===== src/rtl/mdu_pkg.sv =====
// Shared definitions for the multiply/divide sequencer: op codes, ALU
// control codes, FSM state encodings and small op-decode helpers.
package mdu_pkg;

  typedef enum logic [1:0] {
    OP_MULTU = 2'b00,
    OP_MULT  = 2'b01,
    OP_DIVU  = 2'b10,
    OP_DIV   = 2'b11
  } op_e;

  typedef enum logic [1:0] {
    S_IDLE = 2'd0,
    S_ITER = 2'd1,
    S_FIX  = 2'd2
  } state_e;

  localparam logic [3:0] ALUC_ADDU = 4'b0000;
  localparam logic [3:0] ALUC_SUBU = 4'b0001;

  // Bit 1 of the op code selects divide, bit 0 selects signed.
  function automatic logic op_is_div(op_e op);
    return op[1];
  endfunction

  function automatic logic op_is_signed(op_e op);
    return op[0];
  endfunction

endpackage


===== src/rtl/mdu_neg64.sv =====
// Conditional two's-complement negate. Default width is the 64-bit
// product; narrower instances serve the operand abs() and remainder fix.
module mdu_neg64 #(
  parameter int W = 64
) (
  input  logic [W-1:0] a,
  input  logic         neg,
  output logic [W-1:0] y
);

  assign y = neg ? (~a + W'(1)) : a;

endmodule


===== src/rtl/mdu_seq.sv =====
// Multi-cycle MULT/MULTU/DIV/DIVU sequencer. Borrows the shared ALU for
// 32 shift-add (multiply) or restoring-subtract (divide) iterations, then
// applies sign correction and writes hi/lo in a single FIX cycle.
module mdu_seq
  import mdu_pkg::*;
#(
  parameter int WIDTH = 32,
  parameter int CNT_W = 5
) (
  input  logic             clk,
  input  logic             rst_n,
  input  logic             start,
  input  logic [1:0]       op,
  input  logic [WIDTH-1:0] rs_val,
  input  logic [WIDTH-1:0] rt_val,
  input  logic             flush,
  output logic             busy,
  output logic             done,
  output logic             div_zero,
  output logic [WIDTH-1:0] hi,
  output logic [WIDTH-1:0] lo,
  output logic             alu_sel,
  output logic [WIDTH-1:0] alu_a,
  output logic [WIDTH-1:0] alu_b,
  output logic [3:0]       alu_aluc,
  input  logic [WIDTH-1:0] alu_r,
  input  logic             alu_carry
);

  state_e           state_q, state_d;
  op_e              op_q;
  logic [CNT_W-1:0] cnt_q;
  logic [WIDTH-1:0] p_hi_q, p_lo_q;
  logic [WIDTH-1:0] opnd_q;      // multiplicand or divisor, already abs()
  logic             sign_quo_q;  // negate product / quotient in FIX
  logic             sign_rem_q;  // negate remainder in FIX
  logic             dzero_q;     // divisor was zero at start

  op_e  op_in;
  logic in_signed, in_div;
  assign op_in     = op_e'(op);
  assign in_signed = op_is_signed(op_in);
  assign in_div    = op_is_div(op_in);

  // Operand magnitudes; unsigned ops pass straight through.
  logic [WIDTH-1:0] abs_rs, abs_rt;
  mdu_neg64 #(.W(WIDTH)) u_abs_rs (
    .a(rs_val), .neg(in_signed & rs_val[WIDTH-1]), .y(abs_rs)
  );
  mdu_neg64 #(.W(WIDTH)) u_abs_rt (
    .a(rt_val), .neg(in_signed & rt_val[WIDTH-1]), .y(abs_rt)
  );

  // Sign correction: full 64-bit negate for products; for divides the
  // low word of the same instance negates the quotient, and a second
  // instance negates the remainder independently.
  logic [2*WIDTH-1:0] fix_lo_in, fix_lo_out;
  logic [WIDTH-1:0]   fix_hi_out;
  assign fix_lo_in = op_is_div(op_q) ? {{WIDTH{1'b0}}, p_lo_q} : {p_hi_q, p_lo_q};
  mdu_neg64 #(.W(2*WIDTH)) u_fix_lo (
    .a(fix_lo_in), .neg(sign_quo_q), .y(fix_lo_out)
  );
  mdu_neg64 #(.W(WIDTH)) u_fix_hi (
    .a(p_hi_q), .neg(sign_rem_q), .y(fix_hi_out)
  );

  // Restoring-divide step: shift the partial remainder left by one and
  // keep the difference whenever the 33-bit value is >= divisor.
  logic [WIDTH-1:0] shift_val;
  logic             take_sub;
  assign shift_val = {p_hi_q[WIDTH-2:0], p_lo_q[WIDTH-1]};
  assign take_sub  = p_hi_q[WIDTH-1] | ~alu_carry;

  assign busy    = (state_q == S_ITER) || (state_q == S_FIX);
  assign alu_sel = (state_q == S_ITER);

  // ALU operand mux; idle values are zero / ADDU outside ITER.
  // NOTE: every output of an always_comb gets a default first, otherwise
  // a path that skips the assignment infers a latch.
  always_comb begin
    alu_a    = '0;
    alu_b    = '0;
    alu_aluc = ALUC_ADDU;
    if (state_q == S_ITER) begin
      if (op_is_div(op_q)) begin
        alu_a    = shift_val;
        alu_b    = opnd_q;
        alu_aluc = ALUC_SUBU;
      end else begin
        alu_a = p_hi_q;
        alu_b = p_lo_q[0] ? opnd_q : '0;
      end
    end
  end

  // State register.
  // NOTE: sequential logic uses non-blocking assignments so every flop
  // samples pre-edge values regardless of statement order.
  always_ff @(posedge clk or negedge rst_n) begin
    if (!rst_n) state_q <= S_IDLE;
    else        state_q <= state_d;
  end

  // Next-state logic; flush overrides everything, including start.
  always_comb begin
    state_d = state_q;
    unique case (state_q)
      S_IDLE:  if (start)        state_d = S_ITER;
      S_ITER:  if (cnt_q == '1)  state_d = S_FIX;
      S_FIX:                     state_d = S_IDLE;
      default:                   state_d = S_IDLE;
    endcase
    if (flush) state_d = S_IDLE;
  end

  // Datapath: operand capture, iteration, and result write-back.
  // NOTE: the working registers are reset too; they are few and cheap,
  // and it keeps simulation free of X on the ALU operand outputs.
  always_ff @(posedge clk or negedge rst_n) begin
    if (!rst_n) begin
      op_q       <= OP_MULTU;
      cnt_q      <= '0;
      p_hi_q     <= '0;
      p_lo_q     <= '0;
      opnd_q     <= '0;
      sign_quo_q <= 1'b0;
      sign_rem_q <= 1'b0;
      dzero_q    <= 1'b0;
      hi         <= '0;
      lo         <= '0;
      div_zero   <= 1'b0;
      done       <= 1'b0;
    end else begin
      done <= 1'b0;
      if (!flush) begin
        unique case (state_q)
          S_IDLE: if (start) begin
            op_q       <= op_in;
            cnt_q      <= '0;
            p_hi_q     <= '0;
            p_lo_q     <= in_div ? abs_rs : abs_rt;
            opnd_q     <= in_div ? abs_rt : abs_rs;
            sign_quo_q <= in_signed & (rs_val[WIDTH-1] ^ rt_val[WIDTH-1]);
            sign_rem_q <= in_signed & rs_val[WIDTH-1];
            dzero_q    <= (rt_val == '0);
          end
          S_ITER: begin
            cnt_q <= cnt_q + CNT_W'(1);
            if (op_is_div(op_q)) begin
              p_hi_q <= take_sub ? alu_r : shift_val;
              p_lo_q <= {p_lo_q[WIDTH-2:0], take_sub};
            end else begin
              p_hi_q <= {alu_carry, alu_r[WIDTH-1:1]};
              p_lo_q <= {alu_r[0], p_lo_q[WIDTH-1:1]};
            end
          end
          S_FIX: begin
            done <= 1'b1;
            if (op_is_div(op_q)) begin
              hi       <= fix_hi_out;
              lo       <= dzero_q ? '1 : fix_lo_out[WIDTH-1:0];
              div_zero <= dzero_q;
            end else begin
              hi <= fix_lo_out[2*WIDTH-1:WIDTH];
              lo <= fix_lo_out[WIDTH-1:0];
            end
          end
          default: ;
        endcase
      end
    end
  end

endmodule


===== config.mk =====
export PLATFORM = sky130hd
export DESIGN_NAME = mdu_seq
export DESIGN_NICKNAME = d
export VERILOG_FILES = /design/src/rtl/mdu_pkg.sv /design/src/rtl/mdu_neg64.sv /design/src/rtl/mdu_seq.sv
export SDC_FILE = /design/constraint.sdc
export NUM_CORES = 1
export LEC_CHECK = 0
export CAP_MARGIN = 25
export CORE_AREA = 5 5 176 178
export DETAILED_ROUTE_END_ITERATION = 10
export DIE_AREA = 0 0 181 183
export GPL_TIMING_DRIVEN = 0
export PLACE_DENSITY = 0.76
export SLEW_MARGIN = 10
export SYNTH_ARGS = -nofsm -noshare
export SYNTH_HDL_FRONTEND = slang
export SYNTH_HIERARCHICAL = 1
export SYNTH_SLANG_ARGS = --single-unit

===== constraint.sdc =====
create_clock -name clk -period 3.07 [get_ports clk]
set_clock_uncertainty 0.05 [all_clocks]
set_input_delay 0.614 -clock clk [delete_from_list [all_inputs] [get_ports clk]]
set_output_delay 0.614 -clock clk [all_outputs]
set_load 0.02 [all_outputs]

==> results of run 1 <==
## power by group
part / switching [mW] / internal, mW / total, mW
sequential: 0.755 / 2.69 / 3.45
clock: 1.01 / 1.40 / 2.41
combinational: 2.60 / 2.21 / 4.81
total: 4.37 / 6.30 / 10.7
## through the flow
stage          cells  utilization, %  TNS (ps)  hold WS, ps  setup WS, ps
6_report        2222            60.4     -27.1          130         -27.1
5_1_grt         2222            60.4      -140          190         -43.2
4_1_cts         2208            59.5         0          151          2.75
3_5_place_dp    2170            57.2    -21320          414          -608
3_3_place_gp    2169            57.1  -1038730          404         -5920
2_1_floorplan   1546               -         0          268           109
## sequential cells by signal, summed over array words and instances (netlist names)
register    flops
lo             32
sign_rem_q      1
cnt_q           5
opnd_q         32
op_q            1
hi             32
p_hi_q         32
sign_quo_q      1
state_q         2
p_lo_q         32
dzero_q         1
done            1
div_zero        1
## cell type report
cell class | instances | area, um^2
fillers | 2493 | 11600
clock buffers | 20 | 447
flip-flops and latches | 173 | 4330
plain buffers | 109 | 642
inverters | 47 | 178
clock inverters | 11 | 183
well taps | 390 | 488
repair buffers | 257 | 2380
multi-input cells | 1215 | 9020
## worst max-delay path by stage
stage | slack (ps) | from | to | cells past startpoint
after CTS | 3 | state_q[1]$_DFFE_PN0P_ | alu_a[8] | 8
after floorplan | 110 | op_q[1]$_DFFE_PN0P_ | hi[28]$_DFFE_PN0P_ | 10
after global routing | -40 | op_q[1]$_DFFE_PN0P_ | hi[31]$_DFFE_PN0P_ | 10
after global placement | -5920 | rst_n | opnd_q[22]$_DFFE_PN0P_ | 1
final | -30 | op_q[1]$_DFFE_PN0P_ | hi[31]$_DFFE_PN0P_ | 10
after detailed placement | -610 | op_q[1]$_DFFE_PN0P_ | hi[30]$_DFFE_PN0P_ | 10
## synthesized netlist by cell type, types with 5 or more instances
| master | instances |
|---|---|
| or2_2 | 9 |
| o31ai_1 | 49 |
| o41ai_2 | 17 |
| or4_4 | 6 |
| o41ai_1 | 23 |
| buf_6 | 5 |
| a21oi_1 | 38 |
| nor2b_1 | 37 |
| or3_1 | 12 |
| or4_1 | 10 |
| nand3_1 | 45 |
| clkbuf_1 | 47 |
| buf_1 | 10 |
| xnor2_1 | 152 |
| nor2_1 | 45 |
| nor4_4 | 13 |
| a32o_1 | 31 |
| buf_4 | 14 |
| dfrtp_1 | 173 |
| nor4_1 | 16 |
| nor3_1 | 10 |
| mux2i_1 | 158 |
| nand3b_1 | 35 |
| o211ai_1 | 31 |
| mux2_2 | 33 |
| inv_1 | 44 |
| o31ai_2 | 6 |
| and2_1 | 34 |
| nand2b_1 | 17 |
| ha_1 | 10 |
| or2b_1 | 6 |
| o21ai_0 | 117 |
| nand2_1 | 211 |
| buf_2 | 35 |
| nand4_1 | 11 |
## metal layers
metal	track usage, %	vias to the layer above	routed length (um)
met3	4.18	116	3830
met1	35.3	6491	18900
met4	8.62	0	1480
li1	-	6107	-
met5	0	-	0
met2	45.6	724	22300
## repair_timing
| item | in CTS | in global routing |
|---|---|---|
| setup buffers | 8 | 13 |
| endpoints found under the setup margin | 89 | 66 |
| cloned | 0 | 2 |
| pin swaps | 4 | 15 |
| gates resized for setup | 198 | 70 |
## cells by family (layout without fill, tap and decap cells)
kind of cell             Yosys count  in the layout  synth area share [%]
other                              1              3                0.0270
AND/OR/NAND/NOR                  540            540                  22.2
adder cells (fa/ha/maj)           10             10                 0.902
buffers and inverters            158            444                  5.24
AO/OA/AOI/OAI                    318            318                  16.6
XOR/XNOR                         153            153                  9.66
flip-flops                       173            173                  31.2
multiplexers                     191            191                  14.1
==> results.md, run 1 <==
- Outcome: finished with violations
- Failing checks: setup timing
- Family with the most delay on the worst path: simple AND/OR/NAND/NOR gates
- Synth Register Bits: 173
- Crit-path max cell delay: 560 ps
- Slew margin rel.: 40.1%
- Mapped Cells: 1544
- Top Ports: 239
- Diodes inserted: 0
- Design Power: 10.7 mW
- Data required time at the worst endpoint: 3320 ps
- WL/cell: 20.9 um
- Syn. warnings: 6
- Buf+Inv Stages, Crit Path: 2
- Post-synthesis instance area: 13900 um^2
- GP Congestion: 1.00
- Post-synth top area share: 31.2%
- Commonest non-fill, non-tap cells in the layout: nand2_1 (211), dfrtp_1 (170), clkdlybuf4s50_1 (167)
- EDFF count, synth: 0
- Vias/cell: 6.05
- Share of layout cells above drive strength 1: 16.4%
- Detailed Place HPWL: 35300 um
- P per Cell Area: 604 nW/um^2
- Detail Route Antenna Nets: 0
- Endpoints failing setup: 1
- Area Growth Syn to Fin: 27.4%
- Internal reg-to-reg setup slack: -30 ps
- First-pass GRT wire length: 72600 um
- Ranking of synthesized cells by area: dfrtp_1 (31%), mux2i_1 (11%), xnor2_1 (9.6%)
- Post-route cell area: 17700 um^2
- HP Class: in2async
- Setup CP Type: reg2reg
- Worst Tran Pin Value: 899 ps
- Avg Cell Area, Syn: 8.98 um^2
- FF-to-FF path depth: 10
- Final cycle utilization of the critical path: 101%
- CTS tree: built
- Crit path DAT: 3350 ps
- Nets: 1933
- Initial Utilization: 47.4%
- CP Capture Type: register
- Tot GR Track Use: 26.8%
- Pin count of the biggest net entering global routing: 91
- Peak supply drop: 0.446 mV
- Die area: 33100 um^2
- Synth area leader: dfrtp_1
- Fmax: 323 MHz
- Predominant post-synthesis flop cell: dfrtp_1
- Vias in the first global route: 13200
- Worst r2r src: op_q[1]$_DFFE_PN0P_
- RSZ-0062 raised after global routing: true
- Num CTS Buffers: 17
- Cell variety after synth: 61
- Crit-path max FO: 6
- Max cap viols: 0
- Worst Slack Setup Final: -27.1 ps
- Seq/Total Area, Yosys: 31.2%
- H-tree depth: 4
- Post-route DRC: 0
- CTS Sinks: 173
- Die extent in y: 183 um
- Drt pass-1 iters: 5
- Type of origin of the critical path: register
- DP Area: 16700 um^2
- Endpoints failing hold: 0
- Slew Viols, Final: 0
- Core region area: 29200 um^2
- Num rows: 63
- Die width: 181 um
- Leakage Power: 7.48 nW
- Port buffer count: 233
- Hold-fix buffers, CTS: 0
- Most common cell after layout, fill and taps aside: nand2_1
- Initial antenna violation count: 0
- Routed vias: 13400
- FFs w/ async S/R, synth: 100%
- Longest Clk Path Bufs: 2
- First DRT Iteration DRCs: 1202
- Worst path cell trace: buf_8, buf_8, nor2b_2, or4_4, or3_4, or4_4, o31ai_4, xnor2_2, mux2i_2, o21ai_1
- Clk Latency, worst-skew pair: 440 ps
- Crit-path slowest cell: or4_4
- Worst R2R End: hi[31]$_DFFE_PN0P_
- Worst-path clk slew: 70 ps
- Clock tree root driver cell: clkbuf_16
- Routed WL: 46500 um
- Period minus WS final: 3100 ps
- Grt ovf: 0
Power figures use the tool's default switching activity.
==> run 2: changes to the inputs <==
--- a/config.mk
+++ b/config.mk
@@ -6,13 +6,12 @@
 export NUM_CORES = 1
 export LEC_CHECK = 0
 export CAP_MARGIN = 25
-export CORE_AREA = 5 5 176 178
+export CORE_AREA = 5 5 169 171
 export DETAILED_ROUTE_END_ITERATION = 10
-export DIE_AREA = 0 0 181 183
+export DIE_AREA = 0 0 174 176
 export GPL_TIMING_DRIVEN = 0
-export PLACE_DENSITY = 0.76
+export PLACE_DENSITY = 0.77
 export SLEW_MARGIN = 10
 export SYNTH_ARGS = -nofsm -noshare
 export SYNTH_HDL_FRONTEND = slang
-export SYNTH_HIERARCHICAL = 1
 export SYNTH_SLANG_ARGS = --single-unit
==> run 2 against run 1 <==
  * The run ends with DRC, setup timing left
  * Synthesized area down 8.3%
  * Core utilization up 0.84 points
  * Synthesized cell count about the same
  * Clock power down 8%
  * Cell count down 2.9%
  * First-iteration DRC count up 21%
==> results.md, run 2 <==
- Crit path DAT: 3380 ps (+30 ps)
- Detailed Place HPWL: 39300 um (+12%)
- First DRT Iteration DRCs: 1451 (+21%)
- Vias/cell: 6.35 (+5.0%)
- Routed vias: 13700 (+1.9%)
- Detail Route Antenna Nets: 0 (unchanged)
- Top Ports: 239 (unchanged)
- Crit-path max cell delay: 840 ps (+280 ps)
- Period minus WS final: 3090 ps (-5.68 ps)
- Area Growth Syn to Fin: 28.7%
- Nets: 1917 (-0.83%)
- HP Class: in2async
- Outcome: finished with violations
- Grt ovf: 0 (unchanged)
- Clock tree root driver cell: clkbuf_16
- GP Congestion: 0.978 (-2.2%)
- DP Area: 15500 um^2 (-7.1%)
- Failing checks: DRC, setup timing
- Most used cell, CP: nor4_1
- Post-synthesis instance area: 12700 um^2 (-8.3%)
- Worst hold slack: 51.1 ps (-78.7 ps)
- Crit-path slowest cell: nor4_1
- Synth Register Bits: 173 (unchanged)
- CTS Sinks: 173 (unchanged)
- Crit-path max FO: 10 (+4)
- Num CTS Buffers: 17 (unchanged)
- Avg Cell Area, Syn: 8.25 um^2 (-8.2%)
- Die extent in y: 176 um (-3.8%)
- Final cycle utilization of the critical path: 101% (-0.18 points)
- Diodes inserted: 0 (unchanged)
- Endpoints failing setup: 1 (unchanged)
- Peak supply drop: 0.328 mV (-26%)
- Num rows: 60 (-4.8%)
- FFs w/ async S/R, synth: 100% (unchanged)
- EDFF count, synth: 0 (unchanged)
- Endpoints failing hold: 0 (unchanged)
- Fmax: 323 MHz (+0.18%)
- Initial antenna violation count: 1 (+1)
- Commonest non-fill, non-tap cells in the layout: dfrtp_1 (173), nor2_1 (172), clkdlybuf4s50_1 (165)
- Worst Slack Setup Final: -21.4 ps (+5.68 ps)
- Synth area leader: dfrtp_1
- P per Cell Area: 601 nW/um^2 (-0.50%)
- Port buffer count: 231 (-0.86%)
- WL/cell: 23.7 um (+13%)
- Worst Tran Pin Value: 960 ps (+61.8 ps)
- Worst path cell trace: clkbuf_1, nor4_1, nand3_1, nor3_1, a32o_1, nor4_1, a311o_1
- Max cap viols: 0 (unchanged)
- Buf+Inv Stages, Crit Path: 1 (-1)
- Pin count of the biggest net entering global routing: 108 (+19%)
- CP Capture Type: register
- Worst-path clk slew: 70 ps (about the same)
- Cell variety after synth: 74 (+21%)
- Type of origin of the critical path: register
- Die width: 174 um (-3.9%)
- Mapped Cells: 1543 (-0.065%)
- Initial Utilization: 47.6% (+0.19 points)
- Leakage Power: 6.67 nW (-11%)
- Vias in the first global route: 13700 (+3.8%)
- Core region area: 26700 um^2 (-8.6%)
- H-tree depth: 4 (unchanged)
- Post-synth top cells: nor2_1 (175), dfrtp_1 (173), nand2_1 (134)
- Predominant post-synthesis flop cell: dfrtp_1
- Post-route cell area: 16400 um^2 (-7.3%)
- Drt pass-1 iters: 9 (+4)
- Most common cell after layout, fill and taps aside: dfrtp_1
- Slew Viols, Final: 0 (unchanged)
- Syn. warnings: 0 (-6)
- Tot GR Track Use: 32.3% (+5.5 points)
- Die area: 30600 um^2 (-7.5%)
- Data required time at the worst endpoint: 3350 ps (+30 ps)
- Share of layout cells above drive strength 1: 9.80% (-6.6 points)
- Setup CP Type: reg2reg
- Post-synth top area share: 34.0% (+2.8 points)
- Slew margin rel.: 36.0% (-4.1 points)
- Seq/Total Area, Yosys: 34.0% (+2.8 points)
- Hold-fix buffers, CTS: 0 (unchanged)
- Routed WL: 51100 um (+9.8%)
- First-pass GRT wire length: 78500 um (+8.1%)
- Post-route DRC: 1 (+1)
- Family with the most delay on the worst path: simple AND/OR/NAND/NOR gates
- Most frequent cell after synthesis: nor2_1
- Clk Latency, worst-skew pair: 450 ps (about the same)
- Longest Clk Path Bufs: 2 (unchanged)
- CTS tree: built
- Ranking of synthesized cells by area: dfrtp_1 (34%), mux2i_1 (7.5%), nor2_1 (5.2%)
==> run 2: kinds of logic after synthesis <==
| group | synth area share [%] |
|---|---|
| other cells | 0.0295 |
| flops | 34.0 |
| simple gates | 21.7 |
| xor+xnor | 7.64 |
| mux | 9.16 |
| compound gates | 21.7 |
| fa+ha+maj | 0.983 |
| buf+inv | 4.83 |
==> run 2: path summary, 6_finish.rpt <==
check / start / endpoint / slack [ps] / depth (start not counted)
max: p_hi_q[8]$_DFFE_PN0P_ / hi[25]$_DFFE_PN0P_ / -20 / 7
min: rst_n / hi[11]$_DFFE_PN0P_ / 50 / 1
max reg2reg: p_hi_q[8]$_DFFE_PN0P_ / hi[25]$_DFFE_PN0P_ / -20 / 7
min reg2reg: hi[11]$_DFFE_PN0P_ / hi[11]$_DFFE_PN0P_ / 430 / 2
max in group asynchronous: rst_n / cnt_q[1]$_DFFE_PN0P_ / 1960 / 2
min in group clk: hi[11]$_DFFE_PN0P_ / hi[11]$_DFFE_PN0P_ / 430 / 2
==> run 2: worst register-to-register path, delay by kind of cell (launching register included) <==
family | cells | cell delay, ps
compound gates | 2 | 660
flops | 1 | 380
buf+inv | 1 | 350
simple gates | 4 | 1550
==> run 2: where the power goes <==
group	leakage (nW)	switching (mW)	internal, mW
clock	0.288	1.05	1.16
sequential	2.28	0.437	2.64
combinational	4.10	2.82	1.73
==> run 2: what timing repair did <==
action / CTS / global route
setup endpoints to repair: 127 / 113
pin swaps: 1 / 6
setup buffers: 4 / 7
endpoints found under the hold margin: 0 / 0
resized for setup: 162 / 57
==> run 2: metal layers <==
metal	vias up	share of wire, %	GRT usage (%)
li1	6176	-	-
met1	6507	39	39.0
met2	810	47	54.8
met3	205	7.9	6.34
met4	2	5.8	17.5
met5	-	0.025	0
==> run 2: final cells by class <==
type / instances / area [um^2]
Fill cell: 2394 / 10400
Multi-Input combinational cell: 1218 / 8000
Sequential cell: 173 / 4330
Timing Repair Buffer: 246 / 2340
Buffer: 129 / 634
Clock buffer: 19 / 443
Tap cell: 341 / 427
Clock inverter: 13 / 128
Inverter: 19 / 75.1
==> run 2: per-stage QoR <==
stage	setup WS, ps	utilization [%]	setup TNS (ps)	power, mW	cells
floorplan	70.4	-	0	5.78	1545
global placement	-5970	57.9	-1141400	7.33	2117
detailed placement	-1620	58.2	-111970	7.39	2121
CTS	-19.3	61.0	-19.3	9.67	2153
global route	-2.56	61.3	-4.99	10.3	2158
finish	-21.4	61.3	-21.4	9.84	2158
==> run 3: changes to the inputs <==
==> constraint.sdc (replaced) <==
create_clock -name clk -period 3.07 [get_ports clk]
set_clock_uncertainty 0.05 [all_clocks]
set_input_delay 0.307 -clock clk [delete_from_list [all_inputs] [get_ports clk]]
set_output_delay 0.307 -clock clk [all_outputs]
set_load 0.02 [all_outputs]
==> run 3 against run 2 <==
  * Critical endpoint is now alu_a[0]
  * Final area down 0.73%
  * Critical path type is now reg2out
  * Routed wire length down 0.14%
  * Global-route usage down 0.10 points
  * Worst hold slack better by 280 ps
  * Largest cell class unchanged
  * Register-to-register slack about the same
  * Sequential power about the same
  * Via count down 0.93%
  * First-iteration DRC count up 2.8%
  * The flow finishes with violations (setup timing)
==> results.md, run 3 (same netlist as run 2, synthesis figures left out) <==
- WL/cell: 23.7 um (about the same)
- FF-to-FF path depth: 6 (-1)
- Pin count of the biggest net entering global routing: 108 (unchanged)
- Design Power: 9.76 mW (-0.80%)
- Type of origin of the critical path: register
- CP Capture Type: primary output
- Peak supply drop: 0.323 mV (-1.5%)
- Leakage Power: 6.76 nW (+1.4%)
- Fmax: 323 MHz (-0.27%)
- Sw power: 4.27 mW (-0.83%)
- Data required time at the worst endpoint: 2710 ps (-640 ps)
- Pre-CTS setup slack: -1310 ps (+307 ps)
- Logic pwr share: 46.0% (-0.2 points)
- Post-route cell area: 16300 um^2 (-0.73%)
- Max cap viols: 0 (unchanged)
- H-tree depth: 4 (unchanged)
- Internal: 5.49 mW (-0.78%)
- Crit-path max FO: 10 (unchanged)
- Most common cell after layout, fill and taps aside: nor2_1
- Internal reg-to-reg setup slack: -10 ps (about the same)
- Worst path cell trace: clkbuf_4, buf_6, buf_6, clkbuf_8, buf_4, nand2_1, a21oi_1, dlygate4sd2_1
- Area Growth Syn to Fin: 27.8%
- Most used cell, CP: buf_6
- Num rows: 60 (unchanged)
- Endpoints failing hold: 0 (unchanged)
- Outcome: finished with violations
- Period minus WS final: 3100 ps (+8.38 ps)
- Initial antenna violation count: 2 (+1)
- Vias/cell: 6.29 (-0.88%)
- Endpoints failing setup: 2 (+1)
- Commonest non-fill, non-tap cells in the layout: nor2_1 (174), dfrtp_1 (173), clkdlybuf4s50_1 (167)
- Num CTS Buffers: 17 (unchanged)
- Tot GR Track Use: 32.2% (-0.10 points)
- FILL cells: 2416 (+0.92%)
- Worst Slack Setup Final: -29.8 ps (-8.38 ps)
- Detail Route Antenna Nets: 0 (unchanged)
- Diodes inserted: 0 (unchanged)
- Clk Latency, worst-skew pair: 450 ps (about the same)
- Worst-path clk slew: 70 ps (about the same)
- Grt ovf: 0 (unchanged)
- Core region area: 26700 um^2 (unchanged)
- P per Cell Area: 600 nW/um^2 (about the same)
- Top Ports: 239 (unchanged)
- Post-route DRC: 0 (-1)
- Slew Viols, Final: 0 (unchanged)
- Crit-path slowest cell: dlygate4sd2_1
- Port buffer count: 231 (unchanged)
- HP Class: in2async
- Routed WL: 51000 um (-0.14%)
- Worst R2R End: hi[30]$_DFFE_PN0P_
- Setup CP Type: reg2out
- Die extent in y: 176 um (unchanged)
- Drt pass-1 iters: 6 (-3)
- DP Cell Count: 2121 (unchanged)
- Final cycle utilization of the critical path: 101% (+0.27 points)
- Worst Tran Pin Value: 974 ps (+13.5 ps)
- Slew margin rel.: 35.1% (-0.90 points)
- Sw Share: 43.7% (about the same)
- CTS tree: built
- Final Non-Filler Cells: 2157 (-0.046%)
- Clock share of power: 22.5% (about the same)
- First DRT Iteration DRCs: 1491 (+2.8%)
- Clock tree root driver cell: clkbuf_16
- First-pass GRT wire length: 78200 um (-0.29%)
- DP Area: 15500 um^2 (unchanged)
- Nets: 1916 (-0.052%)
- Initial Utilization: 47.6% (unchanged)
- Failing checks: setup timing
- GP Congestion: 0.978 (unchanged)
- Crit path DAT: 2740 ps (-640 ps)
- Share of layout cells above drive strength 1: 6.83% (-3.0 points)
- Crit-path max cell delay: 390 ps (-450 ps)
- CTS Sinks: 173 (unchanged)
- Reg power frac: 31.5% (+0.2 points)
- Vias in the first global route: 13600 (-0.30%)
- Worst r2r src: p_hi_q[7]$_DFFE_PN0P_
- Die area: 30600 um^2 (unchanged)
- Routed vias: 13600 (-0.93%)
- Die width: 174 um (unchanged)
- Detailed Place HPWL: 39300 um (unchanged)
- Longest Clk Path Bufs: 2 (unchanged)
run 3: per-layer routing:
layer,track usage [%],wire length (um),vias up,share of wire [%]
li1,-,-,6181,-
met1,39.0,19800,6407,39
met2,54.9,24300,793,48
met3,5.85,4140,188,8.1
met4,17.3,2830,4,5.5
met5,0,22,-,0.043
run 3: power by group through the flow:
stage / Sequential [mW] / Clock (mW) / Combinational, mW
6_report: 3.07 / 2.19 / 4.49
5_1_grt: 3.10 / 2.30 / 4.80
4_1_cts: 3.04 / 2.21 / 4.37
3_5_place_dp: 3.05 / 0 / 4.33
3_3_place_gp: 3.04 / 0 / 4.28
2_1_floorplan: 2.92 / 0 / 2.86
run 3: cell type report:
class	instances	area, um^2	share of cell area [%]
buffer	131	588	3.62
clock buffer	19	443	2.72
clock inverter	13	128	0.785
inverter	19	75.1	0.462
multi-input combinational	1218	7910	48.7
sequential	173	4330	26.6
tap	341	427	2.62
timing repair buffer	243	2350	14.5
run 3: worst max path at each step:
stage / slack [ps] / cells past startpoint / startpoint / end
global placement: -5660 / 1 / rst_n / opnd_q[6]$_DFFE_PN0P_
detailed placement: -1310 / 8 / op_q[1]$_DFFE_PN0P_ / alu_a[0]
floorplan: 140 / 7 / p_hi_q[1]$_DFFE_PN0P_ / hi[18]$_DFFE_PN0P_
CTS: 7 / 8 / op_q[1]$_DFFE_PN0P_ / alu_b[24]
finish: -30 / 8 / op_q[1]$_DFFE_PN0P_ / alu_a[0]
global route: -8 / 7 / state_q[0]$_DFFE_PN0P_ / hi[21]$_DFFE_PN0P_
run 3: stage by stage:
| stage | utilization, % | hold WS (ps) | TNS (ps) |
|---|---|---|---|
| 3_3_place_gp | 57.9 | 410 | -1051600 |
| 4_1_cts | 60.5 | 314 | 0 |
| 6_report | 60.8 | 334 | -39.2 |
| 2_1_floorplan | - | -38.6 | 0 |
| 3_5_place_dp | 58.2 | 241 | -71320 |
| 5_1_grt | 60.8 | 390 | -8.41 |
run 3: timing repair:
| item | 4_1_cts | 5_1_grt |
|---|---|---|
| endpoints found under the hold margin | 66 | 0 |
| hold buffers | 1 | 0 |
| pin swaps | 0 | 4 |
| gates resized for setup | 99 | 12 |
| buffers inserted | 4 | 3 |
| endpoints found under the setup margin | 114 | 26 |
| cloned | 0 | 0 |
run 3: critical path, delay by kind of cell, from the launching register on:
family,cells,cell delay [ps]
DFF,1,370
buffers and inverters,6,1500
and+or+nand+nor,1,80
AOI/OAI and AO/OA,1,350
